$ cat config.mk
export PLATFORM = sky130hd
export DESIGN_NAME = fp_align_stage
export DESIGN_NICKNAME = d
export VERILOG_FILES = /design/src/rtl/fp_align_stage.sv
export SDC_FILE = /design/constraint.sdc
export NUM_CORES = 1
export LEC_CHECK = 0
export BUFFER_PORTS_ARGS = -buffer_cell sky130_fd_sc_hd__buf_2
export CAP_MARGIN = 20
export CORE_UTILIZATION = 35
export DETAILED_ROUTE_END_ITERATION = 6
export PLACE_DENSITY = 0.61
export SYNTH_ARGS = -nofsm -noshare
export SYNTH_HDL_FRONTEND = slang
export SYNTH_SLANG_ARGS = --single-unit
$ cat constraint.sdc
create_clock -name clk -period 2.9 [get_ports clk]
set_clock_uncertainty 0.05 [all_clocks]
set_input_delay 0.29 -clock clk [delete_from_list [all_inputs] [get_ports clk]]
set_output_delay 0.29 -clock clk [all_outputs]
set_load 0.01 [all_outputs]
$ cat src/rtl/fp_align_stage.sv
// Exponent compare and mantissa alignment for the single-precision FP adder.
// The smaller mantissa is shifted right one bit per cycle, and shifted-out bits collapse into a sticky bit.

module fp_align_cpl #(
    parameter int W = 8
) (
    input  logic [W-1:0] x,
    output logic [W-1:0] y
);
    assign y = ~x;
endmodule

module fp_align_stage #(
    parameter int EXP_W     = 8,
    parameter int MAN_W     = 23,
    parameter int MAX_SHIFT = 27
) (
    input  logic                 clk,
    input  logic                 rst,
    input  logic                 in_valid,
    output logic                 in_ready,
    input  logic [31:0]          a,
    input  logic [31:0]          b,
    output logic                 out_valid,
    input  logic                 out_ready,
    output logic [EXP_W-1:0]     exp_out,
    output logic [MAN_W+3:0]     man_big,
    output logic [MAN_W+3:0]     man_small,
    output logic                 sign_big,
    output logic                 sign_small,
    output logic                 swapped,
    output logic                 special
);
    localparam int AW = MAN_W + 4;
    localparam int CW = $clog2(MAX_SHIFT + 1);

    // state | meaning
    // IDLE  | waiting for an operand pair
    // SHIFT | shifting the smaller mantissa, one bit per cycle
    // DONE  | result presented, waiting for out_ready
    localparam logic [1:0] IDLE  = 2'd0;
    localparam logic [1:0] SHIFT = 2'd1;
    localparam logic [1:0] DONE  = 2'd2;

    localparam logic [EXP_W-1:0] EXP_ONE = {{(EXP_W-1){1'b0}}, 1'b1};
    localparam logic [EXP_W-1:0] MAX_D   = EXP_W'(MAX_SHIFT);
    localparam logic [CW-1:0]    MAX_K   = CW'(MAX_SHIFT);
    localparam logic [CW-1:0]    CNT_ONE = {{(CW-1){1'b0}}, 1'b1};

    logic [1:0]       state;
    logic [CW-1:0]    count;

    logic             sa, sb;
    logic [EXP_W-1:0] ea, eb, ea_eff, eb_eff, eb_cpl, d;
    logic [MAN_W-1:0] fa, fb;
    logic [AW-1:0]    man_a, man_b;
    logic [EXP_W:0]   diff9;
    logic             a_big, special_in;
    logic [CW-1:0]    k_in;

    assign sa = a[EXP_W+MAN_W];
    assign sb = b[EXP_W+MAN_W];
    assign ea = a[EXP_W+MAN_W-1 -: EXP_W];
    assign eb = b[EXP_W+MAN_W-1 -: EXP_W];
    assign fa = a[MAN_W-1:0];
    assign fb = b[MAN_W-1:0];

    // Denormals carry the same effective exponent as the smallest normal.
    assign ea_eff = (ea == '0) ? EXP_ONE : ea;
    assign eb_eff = (eb == '0) ? EXP_ONE : eb;
    assign man_a  = {|ea, fa, 3'b000};
    assign man_b  = {|eb, fb, 3'b000};

    fp_align_cpl #(.W(EXP_W)) u_cpl (
        .x(eb_eff),
        .y(eb_cpl)
    );

    assign diff9      = {1'b0, ea_eff} + {1'b0, eb_cpl} + {{EXP_W{1'b0}}, 1'b1};
    assign a_big      = diff9[EXP_W];
    assign d          = a_big ? diff9[EXP_W-1:0] : (~diff9[EXP_W-1:0] + EXP_ONE);
    assign special_in = (&ea) | (&eb);

    always_comb begin
        k_in = '0;
        if (!special_in) begin
            if (d > MAX_D) k_in = MAX_K;
            else           k_in = d[CW-1:0];
        end
    end

    assign in_ready  = (state == IDLE) & ~rst;
    assign out_valid = (state == DONE);

    always_ff @(posedge clk or posedge rst) begin
        if (rst) begin
            state      <= IDLE;
            count      <= '0;
            exp_out    <= '0;
            man_big    <= '0;
            man_small  <= '0;
            sign_big   <= 1'b0;
            sign_small <= 1'b0;
            swapped    <= 1'b0;
            special    <= 1'b0;
        end else begin
            case (state)
                IDLE: begin
                    if (in_valid) begin
                        exp_out    <= a_big ? ea_eff : eb_eff;
                        man_big    <= a_big ? man_a : man_b;
                        man_small  <= a_big ? man_b : man_a;
                        sign_big   <= a_big ? sa : sb;
                        sign_small <= a_big ? sb : sa;
                        swapped    <= ~a_big;
                        special    <= special_in;
                        count      <= k_in;
                        state      <= (k_in == '0) ? DONE : SHIFT;
                    end
                end
                SHIFT: begin
                    // Bit 0 accumulates everything shifted past it.
                    man_small <= {1'b0, man_small[AW-1:2], man_small[1] | man_small[0]};
                    count     <= count - CNT_ONE;
                    if (count == CNT_ONE) state <= DONE;
                end
                DONE: begin
                    if (out_ready) state <= IDLE;
                end
                default: state <= IDLE;
            endcase
        end
    end
endmodule

* Word level (Yosys, flattened, before mapping)
Index checks and enable logic that the tools add are counted.
Cells by class: add/subtract/negate cells 4, magnitude comparators 1, equal/unequal tests 6, multiplexer cells 19, bitwise gates (word level) 7, reduce and logical (&&, ||, !) cells 12
Operator list (count):
- 27-bit 2-to-1 mux | 3
- 27-bit one-hot mux with 2 select lines | 1
- 8-bit 2-to-1 mux | 4
- 8-bit zero test | 2
- 8-bit NOT | 2
- 8-bit AND reduction | 2
- 8-bit OR reduction | 2
- 5-bit 2-to-1 mux | 3
- 5-bit one-hot mux with 2 select lines | 1
- 8-bit by 8-bit adder with 9-bit output | 1
- 9-bit by 1-bit adder with 9-bit output (second input constant) | 1
- 8-bit by 1-bit adder with 8-bit output (second input constant) | 1
- 8-bit by 5-bit > comparator with 1-bit output (second input constant) | 1
- 2-bit 2-to-1 mux | 4
- 2-bit one-hot mux with 3 select lines | 1
- 5-bit by 1-bit == test with 1-bit output (second input constant) | 1
- 5-bit zero test | 1
- 5-bit by 1-bit subtractor with 5-bit output (second input constant) | 1
- 2-bit != test (second input constant) | 2
- 2-bit AND reduction | 2
- 3-bit AND reduction | 1
- 2-bit by 1-bit == test with 1-bit output (second input constant) | 1
- 2-bit == test (second input constant) | 1
- 2-bit zero test | 1
- 6 further kinds | 9
Storage, ports and cells: flip-flop bits (word level) 73, bits of input ports 68, output and inout port bits 68, logic and storage cells 58

* Longest topological paths before layout
depth after elaboration 15, depth in mapped cells 17, mapped depth without buffers 15

* Hierarchy
A second synthesis with hierarchy kept.
Second synthesis, totals: cells, all modules 519, area, all modules 4276.6 um2
Modules (own cells, without submodules):
- fp_align_stage | instances 1, cells an instance 511, area an instance 4246.6 um2, seq. area each 1751.7 um2
- fp_align_cpl | instances 1, cells an instance 8, area an instance 30.0 um2, seq. area each 0.0 um2

* Least setup slack after synthesis
OpenSTA, ideal clock, no wires.
path kind input port to flip-flop, from input b[28], to register count[1], setup time 126 ps, arrival 3100 ps, required time 2724 ps, path slack -376 ps, stages 15, buffers on the path 1, path through clkbuf_1 -> nor4_1 -> nand2_1 -> nand2b_1 -> ha_1 -> inv_1 -> fa_1 -> xnor2_1 -> and3_1 -> nand4b_1 -> mux2i_1 -> nand3_1 -> o211ai_2 -> nand3_1 -> a221o_1
Between the ends: longest elaborated chain between the ends 13, elaborated cells on any way between the ends 15, those cells by class add/sub (3); order compare (1); mux (6); bitwise (3); reduce/logical (2)
RTL lines:
- from (decl) | line 23 | input logic [31:0] b,
- 8-bit zero test | line 70 | assign eb_eff = (eb == '0) ? EXP_ONE : eb;
- 8-bit 2-to-1 mux | line 70
- 8-bit NOT | line 10 | assign y = ~x;
- 8-bit by 8-bit adder with 9-bit output | line 79 | assign diff9 = {1'b0, ea_eff} + {1'b0, eb_cpl} + {{EXP_W{1'b0}}, 1'b1};
- 9-bit by 1-bit adder with 9-bit output | line 79
- 8-bit NOT | line 81 | assign d = a_big ? diff9[EXP_W-1:0] : (~diff9[EXP_W-1:0] + EXP_ONE);
- 8-bit by 1-bit adder with 8-bit output | line 81
- 8-bit 2-to-1 mux | line 81
- 8-bit by 5-bit > comparator with 1-bit output | line 87 | if (d > MAX_D) k_in = MAX_K;
- 5-bit 2-to-1 mux | line 87
- 5-bit 2-to-1 mux * | line 86 | if (!special_in) begin
- 5-bit 2-to-1 mux * | line 109 | if (in_valid) begin
- 5-bit one-hot mux with 2 select lines * | line 107 | case (state)
- to (signal assigned) | line 117 | count <= k_in;
- to (signal assigned) | line 124 | count <= count - CNT_ONE;
- to (decl) | line 51 | logic [CW-1:0] count;
Every way passes the cells marked *; elsewhere a longest branch is shown, timed or not. The select of a mux whose other input is x is not followed. A chain may end at the register's enable or synchronous reset.

* Worst setup path in the final report
from input b[25], to register count[1]
The elaborated chain is that of the path after synthesis.

==> results.toml <==
[floorplan]
dieArea_um2 = 12390
pin_count = 136
die_x_um = 111.3
core_um2 = 11520
rows = 39
start_util_pct = 36.32
die_h_um = 111.3

[pwr]
p_per_area_nw_per_um2 = 876.0
ir_drop_uv = 598.1
power_leakage_nw = 2.885

[routing]
vias_per_cell = 5.132
routed_wl_mm = 11.36
drt_pre_antenna_iters = 7
drc_errors = 19
dr_total_vias = 3921
antenna_left = 0
wire_per_inst_um = 14.87
drtIter0Drc = 192

[sta]
setup_viol_count_final = 1
fin_crit_sh_pct = 100.2
fin_hold_ws_ns = 0.03957
setup_ws_ns = -0.006015
rsz0062_at_grt = "yes"
maxClockFrequency_mhz = 344.1
hold_violations = 0
maxSlewViolCount = 0
tightest_slew_ns = 0.7264
maxSlewHeadroom_pct = 51.54
layout_min_cycle_time_ns = 2.906

[worst_setup_path]
cpPeakStageDelay_ns = 0.40
crit_chain = "buf_8, nor4_4, nand2_1, nand2b_1, ha_2, inv_2, fa_2, buf_12, xnor2_4, and3_4, nand4b_1, mux2i_1, nand3_1, o211ai_2, nand3_1, a221o_1"
worst_setup_path_start_kind = "input port"
cp-end-kind = "flip-flop"
cp.required_ns = 3.06
crit_family = "simple AND/OR/NAND/NOR gates"
crit_fanout = 4
cp_common_cell = "nand3_1"
crit_type = "input port to flip-flop"
crit_arrival_ns = 3.07
cpMaxStageDelayCell = "fa_2"
cp_num_buf_inv = 3

[clock_network]
cts_tree = "built"
clk-insertion-delay-late_ns = 0.33
cts_buffers = 9
cts-hold-fix-buffers = 0
root_buffer = "clkbuf_16"
clkSinkCount = 70
ctsHtreeMaxLevel = 3
clk_pin_slew_ns = 0.06
clockBufferDepth = 2

[place]
gp_routability_congestion = 0.8392
dpl.hpwl_mm = 8.297
port_buffers = 132
pre_cts_ws_ns = -0.4218

[grt]
grt_max_degree = 52
grt.overflow.total = 0
grt_pass1_vias = 3811
groute.usage.overall_pct = 18.24
antenna_found_initial = 0
grt_pass1_wl_mm = 18.33

[finish]
nets = 694
area_growth_pct = 39.64
diodes = 0
final_layout_size_suffix_gt1_share_pct = 37.20

[yosys]
synth_area_leader_cell = "dfrtp_1"
syn_avg_cell_area_um2 = 9.193
synth_area_um2 = 4183
postSynthCellCount = 455
synth_ff_type = "dfrtp_1"
postSynth.asyncResetShare_pct = 100.0
ys_ff_latch = 70
synth_cell_types = 50
synth_warnings = 0
seq_area_frac_synth_pct = 41.88
synth_common_cells = "70 x dfrtp_1, 66 x o21ai_0, 55 x nand2_1"
synth.area.top_cells = "dfrtp_1 42%, mux2i_1 13%, o21ai_0 7.9%"
synth_edf_count = 0
yosysMostFrequentCell = "dfrtp_1"
netlist.area_leader.share_pct = 41.88

[min_path]
hold_path.class = "input port to asynchronous set/reset pin"

[flow_run]
cap_viol_max_count = 0

[run_status]
outcome = "finished, violations left"
violations = "DRC, setup timing"
-- cell families (layout without fill, tap and decap cells) --
kind of cell,Yosys count,count (layout),synth area share [%]
AO/OA/AOI/OAI,134,134,20.22
AND/OR/NAND/NOR,124,124,13.40
flip-flops,70,70,41.88
multiplexers,54,54,12.92
buffers and inverters,47,211,4.966
XOR/XNOR,14,14,3.111
adder cells (fa/ha/maj),11,11,3.410
other,1,3,0.08965
-- layout make-up --
| type | count | area, um^2 |
|---|---|---|
| clock buffers | 9 | 225.2 |
| repair buffers | 182 | 1142 |
| flip-flops and latches | 70 | 1752 |
| well taps | 143 | 178.9 |
| clock inverters | 7 | 97.59 |
| inverters | 13 | 48.80 |
| multi-input cells | 340 | 2396 |
| fillers | 1082 | 5675 |
-- power by group --
part	leakage [nW]	total [mW]	internal, mW	switching (mW)
logic	1.86	2.19	0.963	1.23
clock network	0.152	1.19	0.755	0.433
registers	0.875	1.74	1.43	0.305
-- stage by stage --
step	power (mW)	TNS, ns	cell area, um^2	std cells	utilization [%]
floorplan	3.015	-0.2337	4273	457	-
global placement	3.820	-10.57	5290	740	45.94
detailed placement	3.872	-15.79	5290	740	45.94
CTS	5.107	0	5715	760	49.63
global route	5.496	-0.8490	5841	764	50.72
finish	5.116	-0.006015	5841	764	50.72
-- placed cells by master (no fill, tap or decap), types with 4 or more instances in the layout --
cell	instances
clkbuf_16	11
nand3_1	6
buf_4	44
nand2b_1	7
nor3_1	4
nand2_1	52
a21oi_1	15
buf_2	129
ha_1	7
mux2i_1	53
nor2_1	31
o21ai_0	66
xor2_1	6
a22oi_1	23
inv_1	11
xnor2_1	6
nand4_1	4
dfrtp_1	70
-- worst paths after layout --
check / endpoint / startpoint / slack (ns) / depth (start not counted)
setup / recovery: count[1] / b[25] / -0.006 / 16
hold / removal: exp_out[7] / rst / 0.04 / 2
setup reg to reg: count[2] / state[0] / 1.10 / 4
hold reg to reg: man_big[17] / man_big[17] / 0.42 / 2
max in group asynchronous: man_small[16] / rst / 2.10 / 3
min in group clk: man_big[10] / b[7] / 0.21 / 3
-- worst reg2reg max path, cell delays in order (launching register included) --
cell and delay, ns:
dfrtp_1 0.43, o21bai_2 0.62, o31ai_1 0.19, and3_1 0.20
a22o_1 0.20
-- layer usage --
layer  track usage [%]  up-vias  share of wire, %
met5                 0        -                 0
met4             5.495        0               1.2
met3             4.483       10               5.0
met2             28.88       96                48
met1             24.65     1864                46
li1                  -     1951                 -
-- state kept, by name, indices dropped and copies added (netlist names) --
signal	count
exp_out	8
special	1
state	2
sign_small	1
sign_big	1
man_big	24
count	5
man_small	27
swapped	1
-- timing repair --
item,in CTS,in global routing
resized for setup,10,10
setup buffers,4,2
setup endpoints to repair,6,63
cloned,0,2
pin swaps,18,14
(Power assumes the default switching activity.)
